[config.mk]
export PLATFORM = sky130hd
export DESIGN_NAME = botao_evento
export DESIGN_NICKNAME = d
export VERILOG_FILES = /design/src/rtl/botao_evento.sv
export SDC_FILE = /design/constraint.sdc
export NUM_CORES = 1
export LEC_CHECK = 0
export ABC_AREA = 1
export CAP_MARGIN = 40
export CORE_UTILIZATION = 35
export CTS_CLUSTER_SIZE = 24
export DETAILED_ROUTE_END_ITERATION = 10
export PLACE_DENSITY_LB_ADDON = 0.25
export REMOVE_ABC_BUFFERS = 1
export SETUP_SLACK_MARGIN = 0.3
export SYNTH_ARGS = -nofsm -noshare
export SYNTH_HDL_FRONTEND = slang
export SYNTH_SLANG_ARGS = --single-unit
[constraint.sdc]
create_clock -name clk -period 3.1 [get_ports clk]
set_input_delay 0.775 -clock clk [delete_from_list [all_inputs] [get_ports clk]]
set_output_delay 0.775 -clock clk [all_outputs]
set_load 0.03 [all_outputs]
[src/rtl/botao_evento.sv]
// Press-gesture classifier: turns controller press pulses plus the button level
// into one-cycle single/double/long events. Double-click support needs DOUBLE_CLICK_EN.
module botao_evento #(
  parameter int CNT_W       = 24,
  parameter int LONG_CYCLES = 12000000,
  parameter int DOUBLE_GAP  = 6000000
) (
  input  logic clk,
  input  logic rst,
  input  logic b_pulse,
  input  logic b_level,
  output logic ev_single,
  output logic ev_double,
  output logic ev_long,
  output logic busy
);

  localparam longint MAX_CNT = (longint'(1) << CNT_W) - 1;
  localparam logic [CNT_W-1:0] LONG_LAST = CNT_W'(LONG_CYCLES - 1);

  // Out-of-range timing parameters are a configuration error.
  if (CNT_W < 2 || CNT_W > 62) begin : g_bad_cnt_w
    $error("botao_evento: CNT_W=%0d out of range", CNT_W);
  end
  if (LONG_CYCLES < 2 || longint'(LONG_CYCLES) > MAX_CNT) begin : g_bad_long
    $error("botao_evento: LONG_CYCLES=%0d out of range", LONG_CYCLES);
  end
  if (DOUBLE_GAP < 2 || longint'(DOUBLE_GAP) > MAX_CNT) begin : g_bad_gap
    $error("botao_evento: DOUBLE_GAP=%0d out of range", DOUBLE_GAP);
  end

`ifdef DOUBLE_CLICK_EN
  localparam logic [CNT_W-1:0] GAP_LAST = CNT_W'(DOUBLE_GAP - 1);
`endif

  typedef enum logic [1:0] {
    IDLE    = 2'd0,
    PRESSED = 2'd1,
    WAIT2   = 2'd2,
    HELD    = 2'd3
  } state_t;

  state_t           state;
  state_t           state_nxt;
  logic [CNT_W-1:0] cnt;
  logic [CNT_W-1:0] cnt_nxt;
  logic             single_nxt;
  logic             double_nxt;
  logic             long_nxt;

  always_ff @(posedge clk) begin
    if (rst) begin
      state     <= IDLE;
      cnt       <= '0;
      ev_single <= 1'b0;
      ev_double <= 1'b0;
      ev_long   <= 1'b0;
    end else begin
      state     <= state_nxt;
      cnt       <= cnt_nxt;
      ev_single <= single_nxt;
      ev_double <= double_nxt;
      ev_long   <= long_nxt;
    end
  end

  // Counter is cleared on every state entry, so equality before increment never wraps.
  always_comb begin
    state_nxt = state;
    cnt_nxt   = cnt;
    case (state)
      IDLE: begin
        if (b_pulse) begin
          state_nxt = PRESSED;
          cnt_nxt   = '0;
        end
      end
      PRESSED: begin
        if (!b_level) begin
`ifdef DOUBLE_CLICK_EN
          state_nxt = WAIT2;
`else
          state_nxt = IDLE;
`endif
          cnt_nxt   = '0;
        end else if (cnt == LONG_LAST) begin
          state_nxt = HELD;
          cnt_nxt   = '0;
        end else begin
          cnt_nxt   = cnt + 1'b1;
        end
      end
`ifdef DOUBLE_CLICK_EN
      WAIT2: begin
        if (b_pulse) begin
          state_nxt = HELD;
          cnt_nxt   = '0;
        end else if (cnt == GAP_LAST) begin
          state_nxt = IDLE;
          cnt_nxt   = '0;
        end else begin
          cnt_nxt   = cnt + 1'b1;
        end
      end
`endif
      HELD: begin
        if (!b_level) begin
          state_nxt = IDLE;
          cnt_nxt   = '0;
        end
      end
      default: begin
        state_nxt = IDLE;
        cnt_nxt   = '0;
      end
    endcase
  end

  // Event decode mirrors the transitions above; a press in WAIT2 outranks the timeout.
  always_comb begin
    single_nxt = 1'b0;
    double_nxt = 1'b0;
    long_nxt   = (state == PRESSED) && b_level && (cnt == LONG_LAST);
`ifdef DOUBLE_CLICK_EN
    double_nxt = (state == WAIT2) && b_pulse;
    single_nxt = (state == WAIT2) && !b_pulse && (cnt == GAP_LAST);
`else
    single_nxt = (state == PRESSED) && !b_level;
`endif
  end

  assign busy = (state != IDLE);

endmodule
==> summary.txt <==
Run status
  • Status: finished, final reports clean

Critical path
  • Critical Path Start Type: register
  • Critical Path AT: 1.49 ns
  • CP Class: register to output port
  • Crit. End Element: output port
  • Data required, critical path: 2.32 ns
  • CP Max Fanout: 4

Clock tree
  • CTS Buf Count: 3
  • Worst-Skew Late Latency: 0.27 ns
  • CTS Hold Bufs: 0
  • Gates resized, CTS repair: 0
  • Clk sinks: 28
  • CTS clock-pin slew for the worst setup and hold paths: 0.09 ns
  • Clock buffer depth: 2
  • CTS H-tree lvls: 1
  • Clock root buffer master: clkbuf_8
  • CTS tree: done
  • Setup Buffers After CTS: 0

Routing
  • Pre-Repair DR Iteration Count: 4
  • Total length of routed wires: 3100 um
  • DR iter-0 viols: 89
  • Drt wl/cell: 11.2 um
  • Antenna Violating Nets Remaining: 0
  • Total number of vias: 1297
  • # DRC: 0
  • Vias per inst: 4.68

Yosys
  • #FFs+latches synth: 28
  • Ys Warns: 0
  • Synthesized area per cell: 7.32 um^2
  • Synth area leader: dfxtp_1
  • Sequential-to-total area share from yosys stat: 35.1%
  • Synth Instances: 218
  • Post-Syn Area: 1600 um^2
  • Share of the synthesized area in the top cell type: 35.1%
  • Post-synth cell types: 30
  • Synth top area cells: dfxtp_1 (35%), nand2_1 (8.9%), inv_1 (6.8%)

Cells and area
  • Final Core Density: 40.1%
  • Most common cell after layout, fill and taps aside: nand2_1
  • Cell area after layout: 1750 um^2
  • Synth-to-layout area growth: 9.41%
  • Register area: 561 um^2
  • Commonest non-fill, non-tap cells in the layout: nand2_1 (38), inv_1 (29), dfxtp_1 (28)
  • Fillers: 434
  • Area of the multi-input gates: 878 um^2
  • Layout cells sized above 1: 16.4%
  • Nets: 231
  • # diodes: 0

Global route
  • Global router's overall resource usage: 14.3%
  • Global-route wire length before repair: 5600 um
  • Vias in the first global route: 1261
  • Largest net degree at the start of global routing: 24
  • Antenna violations before repair: 0
  • Remaining global-route overflow: 0

Power
  • Max VDD drop: 0.129 mV
  • Sw frac: 26.0%
  • Int Pwr: 0.000506 W
  • Switch Pwr: 0.000177 W
  • Lkg Pwr: 0.591 nW
  • Combinational Power Share: 12.4%
  • Reg power frac: 54.4%
  • Clock share of power: 33.2%
  • Pwr dens: 391 nW/um^2

STA
  • WHS: 0.491 ns
  • Setup TNS: 0 ns
  • Max Transition Viols Final: 0
  • Min Clock Period, post-route: 2.26 ns
  • Max Freq: 0.442 GHz
  • Worst Skew: 0.00683 ns
  • Setup-failing EPs final: 0
  • Final hold vios: 0
  • Tcrit/Tclk final: 72.9%
  • RSZ-0062 raised after global routing: false

Place
  • RePlAce Congestion: 0.848
  • Area post-placement: 1690 um^2
  • IO buf count: 6
  • Dpl hpwl: 2420 um

Floorplanning
  • Io pins: 8
  • Core footprint: 4350 um^2
  • Row Count: 24
  • DIE WIDTH: 69.5 um
  • Die Ht: 69.5 um
  • Initial core utilization: 36.6%
  • Die Footprint: 4830 um^2

Run
  • Max-Cap Viols: 0

Hold path
  • Worst hold path class: register to register
==> logic make-up (layout without fill, tap and decap cells) <==
kind of cell	Yosys count	after routing	share of synthesized area, %
AOI/OAI and AO/OA	12	12	4.31
adders and majority gates	1	1	0.784
buffers and inverters	36	43	9.80
DFF	28	28	35.1
and+or+nand+nor	127	127	42.5
other	1	1	0.235
muxes	1	1	0.627
xor gates and xnor gates	12	12	6.59
==> flip-flops by register name, indices dropped and copies added (netlist names) <==
register   count
state          2
ev_long        1
cnt           24
ev_single      1
==> worst paths after layout <==
check	startpoint	end	slack, ns	cells past startpoint
worst max-delay path	state[1]	busy	0.84	3
worst min-delay path	cnt[0]	cnt[0]	0.49	2
worst max register to register	cnt[0]	cnt[22]	1.45	8
worst min register to register	cnt[0]	cnt[0]	0.49	2
==> metal layers <==
layer / wire [um] / global-route usage, % / up-vias
met3: 108 / 2.62 / 2
li1: - / - / 705
met5: 0 / 0 / -
met1: 1620 / 20.0 / 574
met2: 1340 / 21.8 / 16
met4: 23 / 5.22 / 0
==> Yosys cell counts, drive strengths merged <==
master	n
xor2	8
o21bai	2
nor3	10
mux2i	1
ha	1
buf	3
o21ai	4
xnor2	4
conb	1
nor3b	1
nor4	2
inv	33
nand3	19
a21oi	6
nand2	45
nor2	41
dfxtp	28
nand4	9
==> power by group through the flow <==
stage	clock network, W	registers (W)	logic [W]
floorplan	0	0.000381	0.0000639
global placement	0	0.000380	0.0000865
detailed placement	0	0.000380	0.0000863
CTS	0.000238	0.000372	0.0000861
global route	0.000255	0.000373	0.0000946
finish	0.000227	0.000372	0.0000849
==> critical path: stages, from the launching register on <==
cell and delay [ns]:
dfxtp_1 0.41, inv_2 0.08, nand2_1 0.07, clkdlybuf4s50_1 0.65
==> cell type report <==
| type | count | area share [%] |
|---|---|---|
| clock buffers | 4 | 3.15 |
| inverters | 33 | 7.24 |
| multi-input cells | 154 | 50.3 |
| flip-flops and latches | 28 | 32.1 |
| well taps | 52 | 3.73 |
| repair buffers | 6 | 3.44 |
==> metrics by stage <==
stage / power (W) / instances / setup WS [ns]
floorplan: 0.000444 / 215 / 1.50
global placement: 0.000467 / 273 / 0.875
detailed placement: 0.000466 / 273 / 0.853
CTS: 0.000696 / 277 / 0.818
global route: 0.000723 / 277 / 0.756
finish: 0.000683 / 277 / 0.839
Power figures use the tool's default switching activity.
